<file path="config.mk">
export PLATFORM = sky130hd
export DESIGN_NAME = sar_search
export DESIGN_NICKNAME = d
export VERILOG_FILES = /design/src/rtl/sar_pkg.sv /design/src/rtl/sar_search.sv
export SDC_FILE = /design/constraint.sdc
export NUM_CORES = 1
export LEC_CHECK = 0
export CAP_MARGIN = 5
export CORE_MARGIN = 5
export CORE_UTILIZATION = 35
export CTS_CLUSTER_DIAMETER = 80
export DETAILED_ROUTE_END_ITERATION = 8
export PLACE_DENSITY = 0.57
export SLEW_MARGIN = 20
export SYNTH_ARGS = -nofsm -noshare
export SYNTH_HDL_FRONTEND = slang
export SYNTH_SLANG_ARGS = --single-unit
</file>
<file path="constraint.sdc">
create_clock -name clk -period 1.6 [get_ports clk]
set_input_delay 0.32 -clock clk [delete_from_list [all_inputs] [get_ports clk]]
set_output_delay 0.32 -clock clk [all_outputs]
set_load 0.01 [all_outputs]
</file>
<file path="src/rtl/sar_pkg.sv">
// Shared definitions for the successive-approximation search block.
// Holds the FSM state encoding and a helper that gives the number of cycles
// from the start-accept cycle to the done cycle for a given configuration.
package sar_pkg;

    typedef enum logic [1:0] {
        ST_IDLE   = 2'd0,
        ST_SETTLE = 2'd1,
        ST_TEST   = 2'd2,
        ST_DONE   = 2'd3
    } sar_state_t;

    // One TEST edge per bit, each preceded by `settle` wait edges, plus the
    // cycle in which start is presented.
    function automatic int latency(input int width, input int settle);
        return width * (settle + 1) + 1;
    endfunction

endpackage

</file>
<file path="src/rtl/sar_search.sv">
// sar_search: successive-approximation search against an external
// greater-than comparator (a = trial, b = hidden target).  Bits are decided
// MSB first; a 1 on gt_in means the trial overshot, so the bit under test is
// cleared.  After WIDTH decisions the trial equals the target.
//
// Ports:
//   clk    : rising-edge clock
//   rst    : synchronous active-high reset, overrides everything
//   start  : request a new search, only accepted in IDLE
//   gt_in  : comparator answer, 1 when trial > target (sampled in TEST only)
//   trial  : code presented to the comparator
//   busy   : high while a search is in progress, including the done cycle
//   done   : one-cycle pulse, result valid from this cycle on
//   result : recovered target, held until the next accepted start
module sar_search
    import sar_pkg::*;
#(
    parameter int WIDTH  = 4,
    parameter int SETTLE = 0
) (
    input  logic             clk,
    input  logic             rst,
    input  logic             start,
    input  logic             gt_in,
    output logic [WIDTH-1:0] trial,
    output logic             busy,
    output logic             done,
    output logic [WIDTH-1:0] result
);

    localparam int IDX_W = (WIDTH > 1) ? $clog2(WIDTH) : 1;

    localparam int               MSB_I  = 1 << (WIDTH - 1);
    localparam logic [WIDTH-1:0] MSB    = MSB_I[WIDTH-1:0];
    localparam int               TOP_I  = WIDTH - 1;
    localparam logic [IDX_W-1:0] TOP    = TOP_I[IDX_W-1:0];

    // Counter reload value; SETTLE=0 never enters the SETTLE state, so the
    // value is irrelevant there and is kept at zero.
    localparam int          SETTLE_LOAD_I = (SETTLE > 0) ? SETTLE - 1 : 0;
    localparam logic [3:0]  SETTLE_LOAD   = SETTLE_LOAD_I[3:0];

    // State entered after each trial update: wait first if the comparator
    // path needs settling time, otherwise test on the very next edge.
    localparam sar_state_t AFTER_UPDATE = (SETTLE > 0) ? ST_SETTLE : ST_TEST;

    sar_state_t       state, state_n;
    logic [IDX_W-1:0] bit_idx, bit_n;
    logic [3:0]       cnt, cnt_n;
    logic [WIDTH-1:0] trial_n, result_n;
    logic             busy_n, done_n;

    always_ff @(posedge clk) begin
        if (rst) begin
            state   <= ST_IDLE;
            trial   <= '0;
            result  <= '0;
            bit_idx <= TOP;
            cnt     <= '0;
            busy    <= 1'b0;
            done    <= 1'b0;
        end else begin
            state   <= state_n;
            trial   <= trial_n;
            result  <= result_n;
            bit_idx <= bit_n;
            cnt     <= cnt_n;
            busy    <= busy_n;
            done    <= done_n;
        end
    end

    always_comb begin
        state_n  = state;
        trial_n  = trial;
        result_n = result;
        bit_n    = bit_idx;
        cnt_n    = cnt;
        busy_n   = busy;
        done_n   = done;

        unique case (state)
            ST_IDLE: begin
                if (start) begin
                    trial_n = MSB;
                    bit_n   = TOP;
                    cnt_n   = SETTLE_LOAD;
                    busy_n  = 1'b1;
                    state_n = AFTER_UPDATE;
                end
            end

            ST_SETTLE: begin
                if (cnt == 4'd0) begin
                    state_n = ST_TEST;
                end else begin
                    cnt_n = cnt - 4'd1;
                end
            end

            ST_TEST: begin
                // Overshoot: the bit under test must be zero in the target.
                if (gt_in) begin
                    trial_n[bit_idx] = 1'b0;
                end
                if (bit_idx != '0) begin
                    trial_n[bit_idx - IDX_W'(1)] = 1'b1;
                    bit_n   = bit_idx - IDX_W'(1);
                    cnt_n   = SETTLE_LOAD;
                    state_n = AFTER_UPDATE;
                end else begin
                    // Last decision: capture including this cycle's clear.
                    result_n = trial_n;
                    done_n   = 1'b1;
                    state_n  = ST_DONE;
                end
            end

            ST_DONE: begin
                done_n  = 1'b0;
                busy_n  = 1'b0;
                state_n = ST_IDLE;
            end

            default: begin
                state_n = ST_IDLE;
            end
        endcase
    end

endmodule

</file>
======== Word-level counts from Yosys, hierarchy flattened ========
Cells that the tools add are included.
storage, ports and cells
  flip-flop bits (word level) ............. 18
  bits in latches ......................... 0
  memory bits (writable) .................. 0
  memory bits (read-only) ................. 0
  input port bits ......................... 4
  output and inout bits ................... 10
  logic and storage cells ................. 65
  memories ................................ 0
operators by class
  add/subtract/negate cells ............... 2
  $mul .................................... 0
  div/mod/pow operators ................... 0
  $lt $le $gt $ge ......................... 4
  eq/ne operators ......................... 8
  shifts and indexed selects .............. 0
  muxes and demuxes ....................... 24
  bitwise logic cells ..................... 4
  reductions and logical operators ........ 16
operator list
  operator             number
  $mux 4               7
  $pmux 4 s3           1
  $ne 2x2->1 const B   5
  $reduce_and 2->1     5
  $mux 2               4
  $pmux 2 s4           1
  $pmux 4 s2           1
  $reduce_bool 2->1    4
  $lt 2x3->1 const B   2
  $mux 1               5
  $and 4x4->4          1
  $demux 1 s2          2
  $eq 2x2->1 const B   2
  $ge 2x1->1 const B   2
  $logic_not 4->1      1
  $not 4->4            1
  $or 4x4->4           1
  $pmux 1 s2           2
  $pmux 2 s2           1
  $reduce_and 4->1     1
  $sub 4x1->4 const B  1
  $reduce_and 3->1     1
  $reduce_bool 3->1    1
  $eq 2x1->1 const B   1
  other kinds (4)      5

======== Depth between registers and ports, before layout ========
Gate-level depths: netlist of run 1.
  depth in word-level cells ............... 11
  mapped depth ............................ 6
  mapped depth without buffers ............ 5

======== Worst setup path after synthesis of run 1 ========
Ideal clock, no wire load.
  kind .................................... register to register
  start point ............................. reg cnt[0]
  end point ............................... reg state[1]
  setup time .............................. 0.103 ns
  data arrival time ....................... 1.360 ns
  data required time ...................... 1.497 ns
  slack ................................... 0.136 ns
  cell stages (with the launch flop) ...... 6
  path buffers ............................ 0
  clock period less this slack ............ 1.464 ns
  cell sequence ........................... dfxtp_1 -> inv_1 -> ha_1 -> or3b_1 -> and2_1 -> a2111oi_2
on the way
  cells in the longest elaborated chain, start to end .. 3
ends and longest elaborated chain
  item                        line              text
  start, declared             sar_search.sv:49  logic [3:0] cnt, cnt_n;
  start signal, assigned      sar_search.sv:67  cnt <= cnt_n;
  $logic_not 4->1             sar_search.sv:94  if (cnt == 4'd0) begin
  $ne 2x2->1 (no line)        -
  $reduce_and 2->1 (no line)  -
  end signal, assigned        sar_search.sv:63  state <= state_n;
  end, declared               sar_search.sv:47  sar_state_t state, state_n;
No other way between the ends.
A chain may end at the register's enable or synchronous reset.

======== Final worst setup path of run 1 ========
  start point ............................. reg trial[0]
  end point ............................... out trial[0]
RTL lines
  item                    line              text
  start, declared         sar_search.sv:25  output logic [WIDTH-1:0] trial,
  start signal, assigned  sar_search.sv:64  trial <= trial_n;
No word-level cell between the ends.

==> impl_metrics.ini, run 1 <==
[setup_path]
regToRegSetupSlack_ns = 0.09
worst-path-buf-inv = 1
timing.reg2reg.worst_path_depth = 5
crit_path_start_kind = flip-flop
critPathMaxFanout = 3
crit_required_ns = 1.28
worstPathCellList = clkdlybuf4s50_1
reg2reg_to = state[1]
cp_data_arrival_time_ns = 1.19
cp_slowest_cell = clkdlybuf4s50_1
end_kind = output port
path_class = reg2out
path_delay_family = buffers and inverters
slowest_delay_ns = 0.54
crit-reg2reg-launch = cnt[0]

[global_route]
grt_pass1_vias = 836
antenna_found_initial = 0
grt_pass1_wl_mm = 3.72
grtUsageTotal_pct = 11.4
busiest_layer = met2
globalRouteOverflowTotal = 0
gr-usage-met3_pct = 2.88
grt_max_degree = 19
use_met2_pct = 18.1
globalRouteMet1Util_pct = 14.5

[yosys]
syn_inst = 112
synthTopCellsByCount = 18 x dfxtp_1, 10 x a21oi_1, 9 x nand2_1
synth_cell_types = 36
avgSynthCellArea_um2 = 8.51
synthArstFlopShare_pct = 0
synth_area_leaders = dfxtp_1 38%, ha_1 7.9%, a21oi_1 5.2%
synth_warnings = 0
yosys.cell_count.top_type = dfxtp_1
yosysTopAreaCell = dfxtp_1
syn_area_um2 = 953
syn_nets = 122
synthFlopType = dfxtp_1
synth_edf_count = 0
synth_top_area_share_pct = 37.8
synth-seq-area-share_pct = 37.8
ys_seq_elements = 18

[clocking]
htree_levels = 1
cts-buffers-inserted = 3
clock-root-buffer = clkbuf_4
clk-insertion-delay-late_ns = 0.29
clock_sinks = 18
clk_pin_slew_ns = 0.11
cts_tree = yes
cts_hold_buffers = 0
clk_path_buf_depth = 2

[floorplanning]
initial_core_util_pct = 35.5
row_count = 19
dieHeight_um = 62.2
io_pins = 14
die-area_mm2 = 0.00387
fp.dieW_um = 62.2
core_area_mm2 = 0.00269

[timing]
timing.fmax_mhz = 662
worstMarginPinSlew_ns = 0.361
rsz0062_at_grt = yes
timing.hold.ws_ns = 0.460
finalSetupViolCount = 0
final_hold_viol_count = 0
drv_slew = 0
finalClockSkew_ns = 0.00595
fin_crit_sh_pct = 94.3
fin_crit_ns = 1.51
max-slew-margin-rel_pct = 75.6

[routing]
routed_wl_mm = 2.04
drc = 0
antenna_left = 0
drt_iter0_drc = 32
route.detailed.wl_per_inst_um = 12.4
num_vias = 846
dr.pass1.iters = 4
avgViaCountPerCell = 5.13

[pwr]
p_per_area_mw_per_mm2 = 712
peakVddDrop_mv = 0.440
leakagePower_nw = 0.492

[cells_and_area]
seqCellArea_um2 = 362
layout.nets = 145
diodes = 0
synthToLayoutAreaGrowth_pct = 28.6
drive_gt1_share_pct = 16.4
nFillCells = 272
multi_input_area_um2 = 549
finalInstanceArea_mm2 = 0.00123

[min_path]
whs_path_depth = 2
hold_end = result[0]
hold_start = result[0]
hold_class = reg2reg

[job]
drv_cap = 0

[place]
port_buffers = 13
postPlaceCellArea_mm2 = 0.00118
dpl.hpwl_mm = 1.53
gp_congestion = 0.759

[status]
status = complete, no violations
-- power breakdown --
group          switching (W)  leakage [nW]  internal (W)
Clock               0.000141        0.0210      0.000139
Combinational      0.0000611         0.324     0.0000614
Sequential        0.00000976         0.147      0.000461
Total               0.000212         0.492      0.000661
-- cells in the final DEF, fill, tap and decap left out, types with 2 or more instances in the layout --
cell type / Yosys / routed
ha_1: 6 / 6
nand4_1: 3 / 3
nor2_1: 5 / 5
a211oi_1: 2 / 2
o31ai_1: 2 / 2
clkbuf_4: 0 / 3
o21ai_0: 6 / 6
nor3b_1: 2 / 2
a21boi_0: 2 / 2
a21o_1: 2 / 2
dlymetal6s2s_1: 0 / 2
nand3b_1: 2 / 2
clkdlybuf4s50_1: 0 / 11
dfxtp_1: 18 / 17
buf_4: 0 / 11
nor2b_1: 7 / 7
o41ai_1: 2 / 2
nand2b_1: 3 / 3
nand2_1: 9 / 9
a21oi_1: 10 / 10
inv_1: 6 / 6
nand3_1: 2 / 2
-- metal layers --
metal  part of all wire, %  routed length (um)  vias to the layer above
li1                      -                   -                      444
met1                    49                 997                      390
met2                    47                 953                       10
met3                   3.5                  71                        2
met4                  0.98                  20                        0
met5                     0                   0                        -
-- kinds of logic after synthesis --
| family | count (synthesis) | synth area share (%) |
|---|---|---|
| simple gates | 44 | 26.5 |
| compound gates | 32 | 22.7 |
| flops | 18 | 37.8 |
| buf+inv | 12 | 5.12 |
| fa+ha+maj | 6 | 7.87 |
-- cell type report --
cell class                 instances  share of cell area [%]
inverter                           6                    1.84
multi-input combinational         82                    44.8
timing repair buffer              24                    17.8
clock buffer                       4                    2.96
sequential                        18                    29.5
tap                               31                    3.16
-- state kept, by name, summed over array words and instances, names as in the netlist --
signal,cells
cnt,4
result,4
trial,4
bit_idx,2
state,2
busy,1
done,1
-- worst max path at each step --
stage	start	endpoint	slack, ns	cells past startpoint
CTS	trial[3]	trial[3]	0.03	1
global route	cnt[0]	state[1]	-0.003	5
floorplan	cnt[0]	state[1]	0.14	5
global placement	gt_in	trial[1]	0.09	4
detailed placement	gt_in	trial[1]	0.04	4
finish	trial[0]	trial[0]	0.09	1
-- metrics by stage --
step | cells | setup TNS (ns) | total power (W) | util (%) | worst slack [ns]
floorplan | 112 | 0 | 0.000549 | - | 0.136
global placement | 161 | 0 | 0.000604 | 43.9 | 0.0879
detailed placement | 161 | 0 | 0.000605 | 43.9 | 0.0449
CTS | 165 | 0 | 0.000887 | 45.2 | 0.0337
global route | 165 | -0.00283 | 0.000926 | 45.6 | -0.00283
finish | 165 | 0 | 0.000873 | 45.6 | 0.0904
-- timing repair --
action                                  in CTS  in global routing
hold endpoints to repair                     0                  0
buffers inserted                             0                  0
gates resized for setup                      0                  5
endpoints found under the setup margin       0                  4
No activity file was read; power rests on OpenSTA's default activity.
==> inputs of run 2 (changes only) <==
Settings changed: CAP_MARGIN 5 to default.
==> results of run 2 <==
The final DEF is identical to that of run 1; final timing and power are the same.
==> inputs of run 3 (changes only) <==
Settings changed: CORE_UTILIZATION 35 to 40, CTS_CLUSTER_DIAMETER 80 to default, PLACE_DENSITY 0.57 to 0.63.
==> impl_metrics.ini, run 3 (same netlist as run 1, synthesis figures left out) <==
[setup_path]
path_class = reg2out
cp_slowest_cell = clkdlybuf4s50_1
end_kind = output port
crit-reg2reg-launch = cnt[0]
slowest_delay_ns = 0.54
timing.reg2reg.worst_path_depth = 5
crit_required_ns = 1.28
path_delay_family = buffers and inverters
regToRegSetupSlack_ns = 0.11
reg2reg_to = state[1]
cp_data_arrival_time_ns = 1.20
crit_path_start_kind = flip-flop
critPathMaxFanout = 3
worst-path-buf-inv = 1
worstPathCellList = clkdlybuf4s50_1

[clocking]
htree_levels = 1
clock_sinks = 18
clk-insertion-delay-late_ns = 0.29
cts_tree = yes
clock-root-buffer = clkbuf_4
cts-buffers-inserted = 3
clk_path_buf_depth = 2
clk_pin_slew_ns = 0.10
cts_hold_buffers = 0

[timing]
fin_crit_sh_pct = 94.8
rsz0062_at_grt = no
fin_crit_ns = 1.52
drv_slew = 0
timing.fmax_mhz = 659
layout_setup_ws_ns = 0.0834
finalSetupViolCount = 0
max-slew-margin-rel_pct = 74.5
worstMarginPinSlew_ns = 0.382
finalClockSkew_ns = 0.00139
final_hold_viol_count = 0
fin_setup_tns_ns = 0

[routing]
antenna_left = 0
dr.pass1.iters = 4
routed_wl_mm = 2.13
avgViaCountPerCell = 5.42
drt_iter0_drc = 13
num_vias = 878
drc = 0
route.detailed.wl_per_inst_um = 13.2

[place]
dp.cells = 158
gp_congestion = 0.795
post-place-ws_ns = 0.0466
port_buffers = 13
dpl.hpwl_mm = 1.65

[global_route]
busiest_layer = met2
globalRouteMet1Util_pct = 17.0
grt_max_degree = 17
grt_pass1_wl_mm = 3.82
use_met2_pct = 24.9
grt_pass1_vias = 899
antenna_found_initial = 0
globalRouteOverflowTotal = 0
gr-usage-met3_pct = 1.97
grtUsageTotal_pct = 14.3

[min_path]
whs_path_depth = 2
hold_end = result[1]
hold_class = reg2reg
hold_start = result[1]

[cells_and_area]
diodes = 0
synthToLayoutAreaGrowth_pct = 30.3
layout.cells.most_common = dfxtp_1
final_util_pct = 55.1
stdcell_count = 162
drive_gt1_share_pct = 20.1
layout.nets = 145
largest_registers = cnt (4), result (4), trial (4)
final_cell_mix = 16 x dfxtp_1, 12 x clkdlybuf4s50_1, 11 x buf_4, 9 x a21oi_1, 9 x nand2_1

[floorplanning]
die-area_mm2 = 0.00346
io_pins = 14
initial_core_util_pct = 42.3
row_count = 17
core_area_mm2 = 0.00225
dieHeight_um = 58.8
fp.dieW_um = 58.8

[pwr]
p_per_area_mw_per_mm2 = 705
leakagePower_nw = 0.475
peakVddDrop_mv = 0.446

[status]
status = complete, no violations

[job]
drv_cap = 0
## run 3: final cells by class
| type | count | area [um^2] |
|---|---|---|
| fill | 232 | 1010 |
| multi-input combinational | 82 | 571 |
| sequential | 18 | 363 |
| timing repair buffer | 24 | 215 |
| clock buffer | 4 | 36.3 |
| tap | 28 | 35.0 |
| inverter | 6 | 22.5 |
## run 3: stage by stage
stage                     hold WS (ns)  total power [W]  area (um^2)
after global placement           0.443         0.000599         1170
after global routing             0.481         0.000932         1240
final                            0.462         0.000876         1240
after floorplan                  0.476         0.000549          953
after detailed placement         0.450         0.000602         1170
after CTS                        0.465         0.000889         1210
## run 3: tightest hold or removal path, cell delays in order, from the launching register on
cell,delay [ns]
dfxtp_1,0.32
nand2_1,0.05
a21oi_1,0.05
## run 3: power by group
group          leakage (nW)  internal (W)  switching (W)  total [W]
clock network        0.0210      0.000139       0.000144   0.000283
registers             0.147      0.000461      0.0000120   0.000473
logic                 0.306     0.0000601      0.0000607   0.000121
total                 0.475      0.000659       0.000217   0.000876
## run 3: how the worst max path moves through the flow
stage | depth (start not counted) | end | slack (ns) | startpoint
floorplan | 5 | state[1] | 0.14 | cnt[0]
global placement | 4 | trial[1] | 0.05 | gt_in
detailed placement | 4 | trial[1] | 0.05 | gt_in
CTS | 1 | trial[3] | 0.03 | trial[3]
global route | 5 | cnt[1] | 0.01 | cnt[0]
finish | 1 | trial[1] | 0.08 | trial[1]
## run 3: routing by layer
layer / wire (um) / vias up / part of all wire, %
met2: 1050 / 9 / 49
met3: 40 / 5 / 1.9
met5: 0 / - / 0
met1: 992 / 414 / 47
li1: - / 450 / -
met4: 44 / 0 / 2.1
## run 3: what timing repair did
item	in CTS	in global routing
setup buffers	0	0
setup endpoints to repair	0	8
resized for setup	0	10
